<file path="config.mk">
export PLATFORM = sky130hd
export DESIGN_NAME = adv_button_ctrl
export DESIGN_NICKNAME = d
export VERILOG_FILES = /design/src/rtl/adv_pkg.sv /design/src/rtl/adv_chan.sv /design/src/rtl/adv_button_ctrl.sv
export SDC_FILE = /design/constraint.sdc
export NUM_CORES = 1
export LEC_CHECK = 0
export ABC_CLOCK_PERIOD_IN_PS = 2800
export CAP_MARGIN = 10
export CORE_MARGIN = 2
export CORE_UTILIZATION = 34
export CTS_CLUSTER_SIZE = 16
export DETAILED_ROUTE_END_ITERATION = 16
export GPL_ROUTABILITY_DRIVEN = 0
export SLEW_MARGIN = 20
export SYNTH_ARGS = -nofsm -noshare
export SYNTH_HDL_FRONTEND = slang
export SYNTH_SLANG_ARGS = --single-unit
export TNS_END_PERCENT = 50
</file>
<file path="constraint.sdc">
create_clock -name clk -period 2.8 [get_ports clk]
set_input_delay 0.42 -clock clk [delete_from_list [all_inputs] [get_ports clk]]
set_output_delay 0.42 -clock clk [all_outputs]
set_load 0.05 [all_outputs]
</file>
<file path="src/rtl/adv_pkg.sv">
// Shared definitions for the advance-button controller: channel FSM states,
// counter width and default timing parameters.
package adv_pkg;

  localparam int CNT_W             = 8;
  localparam int DEF_DEBOUNCE_CYC  = 4;
  localparam int DEF_REPEAT_DELAY  = 16;
  localparam int DEF_REPEAT_PERIOD = 4;

  typedef enum logic [2:0] {
    ST_IDLE,
    ST_PRESS,
    ST_HELD,
    ST_REPEAT,
    ST_RELEASE
  } chan_state_t;

endpackage

</file>
<file path="src/rtl/adv_chan.sv">
// One button channel: 2-flop synchronizer, debounce/hold/repeat FSM and a
// registered single-cycle advance strobe. Auto-repeat exists only when
// ADV_AUTO_REPEAT_EN is defined.
module adv_chan
  import adv_pkg::*;
#(
  parameter int DEBOUNCE_CYC  = DEF_DEBOUNCE_CYC,
  parameter int REPEAT_DELAY  = DEF_REPEAT_DELAY,
  parameter int REPEAT_PERIOD = DEF_REPEAT_PERIOD
) (
  input  logic clk,
  input  logic reset,
  input  logic en,
  input  logic btn,
  output logic adv
);

  localparam logic [CNT_W-1:0] DEB_LAST = CNT_W'(DEBOUNCE_CYC);
`ifdef ADV_AUTO_REPEAT_EN
  localparam logic [CNT_W-1:0] DLY_LAST = CNT_W'(REPEAT_DELAY - 1);
  localparam logic [CNT_W-1:0] PER_LAST = CNT_W'(REPEAT_PERIOD - 1);
`endif

  if (DEBOUNCE_CYC < 1 || DEBOUNCE_CYC > 255 ||
      REPEAT_DELAY < 1 || REPEAT_DELAY > 255 ||
      REPEAT_PERIOD < 1 || REPEAT_PERIOD > 255) begin : g_param_check
    $error("adv_chan: timing parameters must lie in 1..255");
  end

  function automatic logic [CNT_W-1:0] sat_inc(input logic [CNT_W-1:0] v);
    return (v == '1) ? v : v + 1'b1;
  endfunction

  logic              btn_p0;
  logic              btn_p1;
  chan_state_t       state;
  logic [CNT_W-1:0]  cnt;

  // Stage p0/p1: metastability synchronizer on the raw button
  always_ff @(posedge clk or posedge reset) begin
    if (reset) begin
      btn_p0 <= 1'b0;
      btn_p1 <= 1'b0;
    end else begin
      btn_p0 <= btn;
      btn_p1 <= btn_p0;
    end
  end

  // Stage p2: channel FSM; the strobe register is pulsed for one cycle
  always_ff @(posedge clk or posedge reset) begin
    if (reset) begin
      state <= ST_IDLE;
      cnt   <= '0;
      adv   <= 1'b0;
    end else begin
      adv <= 1'b0;
      if (!en) begin
        state <= ST_IDLE;
        cnt   <= '0;
      end else begin
        case (state)
          ST_IDLE: begin
            if (btn_p1) begin
              state <= ST_PRESS;
              cnt   <= CNT_W'(1);
            end else begin
              cnt <= '0;
            end
          end
          ST_PRESS: begin
            if (!btn_p1) begin
              state <= ST_IDLE;
              cnt   <= '0;
            end else if (cnt == DEB_LAST) begin
              adv   <= 1'b1;
              state <= ST_HELD;
              cnt   <= '0;
            end else begin
              cnt <= sat_inc(cnt);
            end
          end
          ST_HELD: begin
            if (!btn_p1) begin
              state <= ST_RELEASE;
              cnt   <= CNT_W'(1);
`ifdef ADV_AUTO_REPEAT_EN
            end else if (cnt == DLY_LAST) begin
              adv   <= 1'b1;
              state <= ST_REPEAT;
              cnt   <= '0;
`endif
            end else begin
              cnt <= sat_inc(cnt);
            end
          end
          ST_REPEAT: begin
            if (!btn_p1) begin
              state <= ST_RELEASE;
              cnt   <= CNT_W'(1);
`ifdef ADV_AUTO_REPEAT_EN
            end else if (cnt == PER_LAST) begin
              adv <= 1'b1;
              cnt <= '0;
            end else begin
              cnt <= sat_inc(cnt);
            end
`else
            end else begin
              state <= ST_HELD;
              cnt   <= '0;
            end
`endif
          end
          ST_RELEASE: begin
            // A high sample here is contact bounce, so it returns to HELD silently
            if (btn_p1) begin
              state <= ST_HELD;
              cnt   <= '0;
            end else if (cnt == DEB_LAST) begin
              state <= ST_IDLE;
              cnt   <= '0;
            end else begin
              cnt <= sat_inc(cnt);
            end
          end
          default: begin
            state <= ST_IDLE;
            cnt   <= '0;
          end
        endcase
      end
    end
  end

endmodule

</file>
<file path="src/rtl/adv_button_ctrl.sv">
// Five-button advance controller: mode-based enable gating around five
// adv_chan instances. Optional auto-repeat via ADV_AUTO_REPEAT_EN.
module adv_button_ctrl
  import adv_pkg::*;
#(
  parameter int DEBOUNCE_CYC  = DEF_DEBOUNCE_CYC,
  parameter int REPEAT_DELAY  = DEF_REPEAT_DELAY,
  parameter int REPEAT_PERIOD = DEF_REPEAT_PERIOD
) (
  input  logic clk,
  input  logic reset,
  input  logic timeset,
  input  logic alarmset,
  input  logic minbtn,
  input  logic hrsbtn,
  input  logic daybtn,
  input  logic datebtn,
  input  logic monthbtn,
  output logic minadv,
  output logic hrsadv,
  output logic dayadv,
  output logic dateadv,
  output logic monthadv
);

  logic       time_en;
  logic       date_en;
  logic [4:0] btns;
  logic [4:0] ens;
  logic [4:0] advs;

  // Time fields are settable in both modes; calendar fields only in time-set mode
  assign time_en = timeset | alarmset;
  assign date_en = timeset & ~alarmset;

  assign btns = {monthbtn, datebtn, daybtn, hrsbtn, minbtn};
  assign ens  = {date_en, date_en, date_en, time_en, time_en};

  for (genvar i = 0; i < 5; i++) begin : g_chan
    adv_chan #(
      .DEBOUNCE_CYC (DEBOUNCE_CYC),
      .REPEAT_DELAY (REPEAT_DELAY),
      .REPEAT_PERIOD(REPEAT_PERIOD)
    ) u_chan (
      .clk  (clk),
      .reset(reset),
      .en   (ens[i]),
      .btn  (btns[i]),
      .adv  (advs[i])
    );
  end

  assign {monthadv, dateadv, dayadv, hrsadv, minadv} = advs;

endmodule

</file>
# Word level (Yosys, flattened, before mapping)
# Cells that the tools add are included.
op_classes:
  n_addsub: 5
  n_eq_ne: 50
  n_mux: 110
  n_bitwise: 3
  reduce_logical: 10
ops:
  columns: ["operator", "n"]
  rows:
  - ["8-bit 2-to-1 mux", 30]
  - ["8-bit one-hot mux with 5 select lines", 5]
  - ["3-bit 2-to-1 mux", 40]
  - ["3-bit one-hot mux with 5 select lines", 5]
  - ["8-bit by 1-bit adder with 8-bit output (second input constant)", 5]
  - ["8-bit by 3-bit == test with 1-bit output (second input constant)", 5]
  - ["8-bit == test (second input constant)", 5]
  - ["3-bit by 2-bit == test with 1-bit output (second input constant)", 10]
  - ["1-bit 2-to-1 mux", 30]
  - ["4-bit inequality test (second input constant)", 7]
  - ["3-bit inequality test (second input constant)", 7]
  - ["4-bit AND reduction", 5]
  - ["3-bit by 1-bit == test with 1-bit output (second input constant)", 5]
  - ["3-bit == test (second input constant)", 5]
  - ["3-bit logical NOT", 5]
  - ["4-bit by 2-bit inequality test with 1-bit output (second input constant)", 3]
  - ["3-bit by 2-bit inequality test with 1-bit output (second input constant)", 3]
  - ["1-bit AND", 1]
  - ["1-bit NOT", 1]
  - ["1-bit OR", 1]
word_totals:
  ff_bits: 70
  inputBits: 9
  out_inout_bits: 5
  elab_cells: 203

# Depth between registers and ports, before layout
# Gate-level depths: netlist of run 1.
depth:
  word_depth: 6
  depth_mapped: 6
  mapped_depth_nobuf: 6

# Cells and area by module
# From an unflattened synthesis of run 1, not the netlist that was laid out.
hier_totals:
  cells_unflattened: 412
  area_unflattened_um2: 3883.7
by_module_without_submodules:
  columns: ["mod", "n_inst", "cells_per_inst", "area_each_um2", "seq_area_each_um2"]
  rows:
  - ["adv_chan (g_chan[1].u_chan ...)", 2, 86, 775.7, 350.3]
  - ["adv_chan (g_chan[3].u_chan ...)", 2, 78, 769.5, 350.3]
  - ["adv_chan (g_chan[0].u_chan)", 1, 82, 778.2, 350.3]
  - ["adv_button_ctrl", 1, 2, 15.0, 0.0]

# Least setup slack after synthesis of run 1
# No wires, ideal clock.
synth_path:
  path_type: "reg2reg"
  startpoint: "reg g_chan[4].u_chan.cnt[0]"
  endpoint: "reg g_chan[4].u_chan.cnt[0]"
  setup_ps: 122
  arrival_ps: 1524
  t_required_ps: 2678
  path_slack_ps: 1154
  stages_incl_launch_ff: 7
  n_path_buf: 0
  period_less_slack_ps: 1646
  cell_sequence: "dfrtp_1 > inv_1 > ha_1 > nor4b_1 > and3_1 > o32ai_1 > a32o_1"
synth_between:
  elab_chain_cells: 6
  word_cells_on_any_way: 10
  cone_classes: "add/sub: 1; eq/ne: 2; mux: 7"
synth_rtl:
  columns: ["item", "line", "rtl"]
  rows:
  - ["from (decl)", "adv_chan.sv:37", "logic [CNT_W-1:0] cnt;"]
  - ["from (signal assigned)", "adv_chan.sv:80", "cnt <= sat_inc(cnt);"]
  - ["from (signal assigned)", "adv_chan.sv:94", "cnt <= sat_inc(cnt);"]
  - ["from (signal assigned)", "adv_chan.sv:124", "cnt <= sat_inc(cnt);"]
  - ["8-bit by 1-bit adder with 8-bit output or 8-bit == test (tied branches)", "adv_chan.sv:31", "return (v == '1) ? v : v + 1'b1;"]
  - ["8-bit 2-to-1 mux", "adv_chan.sv:31", null]
  - ["8-bit 2-to-1 mux", "adv_chan.sv:75, adv_chan.sv:120", null]
  - ["8-bit 2-to-1 mux (on tied branches)", "adv_chan.sv:117, adv_chan.sv:72", null]
  - ["8-bit one-hot mux with 5 select lines (*)", "adv_chan.sv:62", "case (state)"]
  - ["8-bit 2-to-1 mux (*)", "adv_chan.sv:58", "if (!en) begin"]
# Mark *: on every way between the ends. The rest lies on a longest branch, timed or not.
# A chain may end at the register's enable or synchronous reset.

# Worst setup path after layout of run 1
layout_path:
  startpoint: "reg g_chan[0].u_chan.cnt[0]"
  endpoint: "reg g_chan[0].u_chan.cnt[6]"
layout_between:
  elab_chain_cells: 6
  word_cells_on_any_way: 10
  cone_classes: "add/sub: 1; eq/ne: 2; mux: 7"
layout_rtl:
  columns: ["item", "line"]
  rows:
  - ["from (decl)", "adv_chan.sv:37"]
  - ["from (signal assigned)", "adv_chan.sv:80"]
  - ["from (signal assigned)", "adv_chan.sv:94"]
  - ["from (signal assigned)", "adv_chan.sv:124"]
  - ["8-bit by 1-bit adder with 8-bit output or 8-bit == test (tied branches)", "adv_chan.sv:31"]
  - ["8-bit 2-to-1 mux", "adv_chan.sv:31"]
  - ["8-bit 2-to-1 mux", "adv_chan.sv:75, adv_chan.sv:120"]
  - ["8-bit 2-to-1 mux (on tied branches)", "adv_chan.sv:117, adv_chan.sv:72"]
  - ["8-bit one-hot mux with 5 select lines (*)", "adv_chan.sv:62"]
  - ["8-bit 2-to-1 mux (*)", "adv_chan.sv:58"]
# Marked as above.

==> results of run 1 <==
==> state kept, by name (all words and copies together), names as in the netlist <==
| register | cells |
|---|---|
| g_chan.u_chan.btn_p1 | 5 |
| g_chan.u_chan.state | 15 |
| g_chan.u_chan.cnt | 40 |
| g_chan.u_chan.btn_p0 | 5 |
| g_chan.u_chan.adv | 5 |
==> synth_stat cells, drive strengths merged, types with 4 or more instances <==
master,count
nor2b,8
inv,19
a21oi,22
dfrtp,70
o21ai,12
nand4,6
nand2,20
mux2i,8
and2,5
nor4b,5
a211oi,8
buf,6
xnor2,8
nor2,45
a31oi,5
or3b,4
ha,10
nor3,23
nand2b,9
xor2,5
nand3,24
o221ai,4
clkbuf,9
and3,11
nor3b,9
==> per-layer routing <==
layer,wire length [um],global-route usage [%]
met5,0,0
met4,101,3.92
met3,247,3.72
met2,3420,20.4
met1,3550,17.1
==> cell families (layout without fill, tap and decap cells) <==
family                     count (synthesis)  count (layout)  synth area share, %
muxes                                      8               8                 2.07
buffers and inverters                     34              51                 3.49
AOI/OAI and AO/OA                         85              85                 16.5
and+or+nand+nor                          184             184                 26.6
adders and majority gates                 10              10                 3.23
xor gates and xnor gates                  13              13                 2.94
DFF                                       70              70                 45.2
==> worst paths after layout <==
kind | startpoint | endpoint | cells past startpoint
setup / recovery | g_chan[0].u_chan.cnt[0] | g_chan[0].u_chan.cnt[6] | 6
hold / removal | g_chan[2].u_chan.btn_p0 | g_chan[2].u_chan.btn_p1 | 0
setup reg to reg | g_chan[0].u_chan.cnt[0] | g_chan[0].u_chan.cnt[6] | 6
hold reg to reg | g_chan[2].u_chan.btn_p0 | g_chan[2].u_chan.btn_p1 | 0
max in group asynchronous | reset | g_chan[3].u_chan.cnt[1] | 3
min in group asynchronous | reset | g_chan[0].u_chan.btn_p0 | 3
==> layout make-up <==
class	instances	area share (%)
sequential	70	39.5
timing repair buffer	16	3.72
multi-input combinational	300	44.9
tap	140	3.95
clock buffer	11	5.25
inverter	19	1.61
clock inverter	5	1.13
==> metrics by stage <==
stage / setup slack [ns] / power, W / cells
3_5_place_dp: 0.870 / 0.00122 / 545
5_1_grt: 0.667 / 0.00239 / 561
4_1_cts: 0.864 / 0.00232 / 561
6_report: 0.829 / 0.00227 / 561
3_3_place_gp: 0.936 / 0.00122 / 545
2_1_floorplan: 0.612 / 0.00117 / 404
==> power by group through the flow <==
stage | Sequential (W) | Combinational, W | Clock (W)
floorplan | 0.00106 | 0.000109 | 0
global placement | 0.00107 | 0.000142 | 0
detailed placement | 0.00108 | 0.000143 | 0
CTS | 0.00106 | 0.000144 | 0.00112
global route | 0.00106 | 0.000162 | 0.00116
finish | 0.00106 | 0.000140 | 0.00107
==> worst max-delay path: cells and delay by family, from the launching register on <==
kind	cells	cell delay (ns)
adders and majority gates	1	0.14
and+or+nand+nor	3	0.54
buffers and inverters	1	0.10
AOI/OAI and AO/OA	1	0.64
DFF	1	0.41
==> results.yml, run 1 <==
floorplan:
  ios: 14
  dieArea_mm2: 0.0123
  die_y_um: 111
  fp-row-count: 38
  initial_core_util_pct: 35.3
  dieWidth_um: 111
  core_area_mm2: 0.0110
clock_network:
  ctsHtreeMaxLevel: 3
  post-cts-setup-buffers: 0
  clockBufferDepth: 2
  cts_tree: "built"
  cts_root_buf: "clkbuf_16"
  cts.sinks: 70
  cts_made_buffers: 9
  cts_resized: 0
  clk_pin_slew_ns: 0.05
  clk_latency_ns: 0.33
  hold_buffers: 0
layout:
  area_growth_pct: 14.4
  layout-drive-gt1-share_pct: 9.03
  multi_input_area_mm2: 0.00199
  n_fill_cell: 1088
  final_cell_mix: "dfrtp_1, nor2_1, nand3_1, nor3_1, a21oi_1"
  diodes: 0
  nets: 435
  final_common_cell: "dfrtp_1"
  stdcell_area_mm2: 0.00444
  seq_area_mm2: 0.00175
  fin_util_pct: 40.4
critical_path:
  worstPathRequired_ns: 2.98
  crit_fanout: 7
  slowest_delay_ns: 0.64
  rrSetupSlack_ns: 0.83
  worstSetupStartpointType: "register"
  slowest_stage: "a32oi_1"
  arrival_ns: 2.15
  path_class: "register to register"
  path_cells: "inv_1 -> ha_1 -> nor4b_1 -> nand2_1 -> a32oi_1 -> nor4_1"
  cp-end-kind: "register"
sta:
  period_share_pct: 70.4
  hold_violations: 0
  slew_headroom_pct: 51.6
  max_freq_ghz: 0.507
  rsz0062_at_grt: "false"
  fin_setup_tns_ns: 0
  setup_viol: 0
  finalMaxSlewViolations: 0
  skew_ns: 0.00494
  fin_crit_ns: 1.97
  worst_pin_slew_ns: 0.725
  fin_hold_ws_ns: 0.346
route:
  wl_per_cell_um: 13.0
  vias_per_cell: 5.35
  dr.first_iter.drc_count: 222
  antenna_left: 0
  vias: 3002
  wl_um: 7310
  drc_errors: 0
  first_pass_iters: 4
logic_synthesis:
  seq_area_frac_synth_pct: 45.2
  ys_ff_latch: 70
  synth_edf_count: 0
  syn_area_mm2: 0.00388
  yosysWarnings: 0
  yosys.area.top_type: "dfrtp_1"
  ys_top_cells_by_area: "dfrtp_1, nor2_1, ha_1"
  synthArstFlopShare_pct: 100
  synth_top_area_share_pct: 45.2
  syn_nets: 423
  synth.distinct_cells: 64
  netlist_instances: 404
  synth_area_per_cell_um2: 9.60
  ys.flop_type: "dfrtp_1"
power:
  p_sw_w: 0.000495
  p_int_w: 0.00178
  p_leak_nw: 1.79
  combPwrFrac_pct: 6.2
  switching_share_pct: 21.8
  peakVddDrop_mv: 0.393
  power_density_mw_per_mm2: 512
  power_frac_seq_pct: 46.6
  p_clk_share_pct: 47.3
flow_run:
  drv_cap: 0
global_routing:
  grt_use_total_pct: 12.9
  grt-ovfl-total: 0
  grt_pass1_wl_um: 13300
  grt_antenna_before_repair: 0
  grt_pass1_vias: 2911
  grt_max_degree: 37
worst_hold_path:
  hp-class: "register to register"
place:
  io_buffers: 13
  place_area_mm2: 0.00415
  post-dp-hpwl_um: 5140
run_status:
  outcome: "complete, no violations"
(Power assumes the default switching activity.)
==> inputs of run 2 (changes only) <==
--- a/config.mk
+++ b/config.mk
@@ -5,7 +5,7 @@
 export SDC_FILE = /design/constraint.sdc
 export NUM_CORES = 1
 export LEC_CHECK = 0
-export ABC_CLOCK_PERIOD_IN_PS = 2800
+export ABC_CLOCK_PERIOD_IN_PS = 1950
 export CAP_MARGIN = 10
 export CORE_MARGIN = 2
 export CORE_UTILIZATION = 34
==> constraint.sdc (replaced) <==
create_clock -name clk -period 1.95 [get_ports clk]
set_input_delay 0.2925 -clock clk [delete_from_list [all_inputs] [get_ports clk]]
set_output_delay 0.2925 -clock clk [all_outputs]
set_load 0.05 [all_outputs]
==> results.yml, run 2 (synthesized netlist as in run 1, its figures left out) <==
run_status:
  outcome: "complete, no violations"
critical_path:
  worstSetupPathDepth: 6
  worstPathRequired_ns: 2.14
  path_buf_inv: 1
  crit_fanout: 7
  cp_top_family: "compound AO/OA/AOI/OAI gates"
  path_class: "register to register"
  r2r_cells: 6
  cp-end-kind: "register"
  worstSetupStartpointType: "register"
  slowest_stage: "o221ai_2"
  slowest_delay_ns: 0.44
  arrival_ns: 1.99
  path_cells: "inv_1 -> ha_1 -> nor4b_4 -> a32oi_2 -> o221ai_2 -> nor2_1"
clock_network:
  hold_buffers: 0
  clk_pin_slew_ns: 0.05
  cts_root_buf: "clkbuf_16"
  clockBufferDepth: 2
  cts.sinks: 70
  cts_tree: "built"
  cts_resized: 0
  cts_made_buffers: 9
  ctsHtreeMaxLevel: 3
  clk_latency_ns: 0.33
  post-cts-setup-buffers: 0
power:
  p_int_w: 0.00268
  switching_share_pct: 21.4
  p_sw_w: 0.000728
  peakVddDrop_mv: 0.591
  p_leak_nw: 1.81
  combPwrFrac_pct: 6.1
  power_density_mw_per_mm2: 760
  power_frac_seq_pct: 44.6
  p_clk_share_pct: 49.3
sta:
  skew_ns: 0.00816
  worst_pin_slew_ns: 0.503
  setup_viol: 0
  max_freq_ghz: 0.557
  finalMaxSlewViolations: 0
  fin_crit_ns: 1.79
  fin_hold_ws_ns: 0.349
  period_share_pct: 92.0
  hold_violations: 0
  slew_headroom_pct: 66.4
  rsz0062_at_grt: "false"
  fin_setup_tns_ns: 0
layout:
  top_register: "g_chan.u_chan.cnt"
  layout-drive-gt1-share_pct: 9.72
  largest_reg_flops: 40
  nets: 437
  area_growth_pct: 15.6
  diodes: 0
  final_cell_mix: "dfrtp_1, nor2_1, nand3_1, nor3_1, a21oi_1"
  fin_util_pct: 40.8
  n_fill_cell: 1043
  top_regs: "g_chan.u_chan.cnt (40), g_chan.u_chan.state (15)"
  final_common_cell: "dfrtp_1"
worst_hold_path:
  worstHoldPathCells: 0
  hp-class: "register to register"
global_routing:
  grt.busiest_layer: "met2"
  grt_pass1_vias: 2942
  use_met3_pct: 4.26
  grt_antenna_before_repair: 0
  grt-ovfl-total: 0
  grt_max_degree: 71
  grt_pass1_wl_um: 13500
  grt_use_total_pct: 13.1
  grt_use_met2_pct: 21.0
  grtUsageMet1_pct: 16.6
flow_run:
  drv_cap: 0
floorplan:
  initial_core_util_pct: 35.3
  dieArea_mm2: 0.0123
  fp-row-count: 38
  dieWidth_um: 111
  ios: 14
  core_area_mm2: 0.0110
  die_y_um: 111
place:
  io_buffers: 13
  post-dp-hpwl_um: 5040
route:
  wl_per_cell_um: 13.5
  first_pass_iters: 4
  vias_per_cell: 5.32
  vias: 2989
  dr.first_iter.drc_count: 184
  drc_errors: 0
  wl_um: 7590
  antenna_left: 0
==> run 2: cell types whose count changed in the layout (fill, tap and decap cells not counted), sizes merged <==
cell / previous run / this run
buf: 3 / 5
bufinv: 1 / 2
clkbuf: 11 / 10
clkinv: 4 / 3
clkinvlp: 0 / 1
inv: 19 / 18
==> run 2: layout make-up <==
class	instances	area [um2]	area share, %
Timing Repair Buffer	18	180	4.02
Tap cell	140	175	3.91
Sequential cell	70	1750	39.1
Clock inverter	5	75.1	1.67
Clock buffer	10	229	5.11
Multi-Input combinational cell	300	2000	44.5
Inverter	19	75.1	1.67
==> run 2: power groups by stage <==
| stage | Combinational (W) | Sequential [W] | Clock (W) |
|---|---|---|---|
| 5_1_grt | 0.000237 | 0.00152 | 0.00180 |
| 2_1_floorplan | 0.000157 | 0.00153 | 0 |
| 3_3_place_gp | 0.000207 | 0.00154 | 0 |
| 3_5_place_dp | 0.000211 | 0.00154 | 0 |
| 6_report | 0.000208 | 0.00152 | 0.00168 |
| 4_1_cts | 0.000212 | 0.00152 | 0.00173 |
==> run 2: per-layer routing <==
metal | up-vias | wire, um | part of all wire (%)
met3 | 9 | 231 | 3.0
met1 | 1440 | 3660 | 48
met5 | - | 0 | 0
li1 | 1505 | - | -
met2 | 35 | 3610 | 48
met4 | 0 | 87 | 1.1
==> run 2: final timing paths <==
check	to	slack [ns]	start
min in group asynchronous	g_chan[0].u_chan.cnt[3]	0.40	reset
min reg2reg	g_chan[3].u_chan.btn_p1	0.35	g_chan[3].u_chan.btn_p0
max reg2reg	g_chan[1].u_chan.cnt[4]	0.16	g_chan[1].u_chan.cnt[0]
max	g_chan[1].u_chan.cnt[4]	0.16	g_chan[1].u_chan.cnt[0]
max in group asynchronous	g_chan[2].u_chan.cnt[5]	1.25	reset
min	g_chan[3].u_chan.btn_p1	0.35	g_chan[3].u_chan.btn_p0
==> run 2: through the flow <==
step           setup slack [ns]  total power [W]  instances  area, um2
3_3_place_gp              0.195          0.00175        547       4170
6_report                  0.156          0.00341        562       4480
5_1_grt                0.000250          0.00357        562       4480
3_5_place_dp              0.135          0.00175        547       4170
2_1_floorplan             0.304          0.00169        404       3880
4_1_cts                   0.104          0.00346        562       4480
==> inputs of run 3 (changes only) <==
--- a/config.mk
+++ b/config.mk
@@ -12,7 +12,6 @@
 export CTS_CLUSTER_SIZE = 16
 export DETAILED_ROUTE_END_ITERATION = 16
 export GPL_ROUTABILITY_DRIVEN = 0
-export SLEW_MARGIN = 20
 export SYNTH_ARGS = -nofsm -noshare
 export SYNTH_HDL_FRONTEND = slang
 export SYNTH_SLANG_ARGS = --single-unit
==> results of run 3 <==
The final DEF is identical to that of run 2; final timing and power are the same.
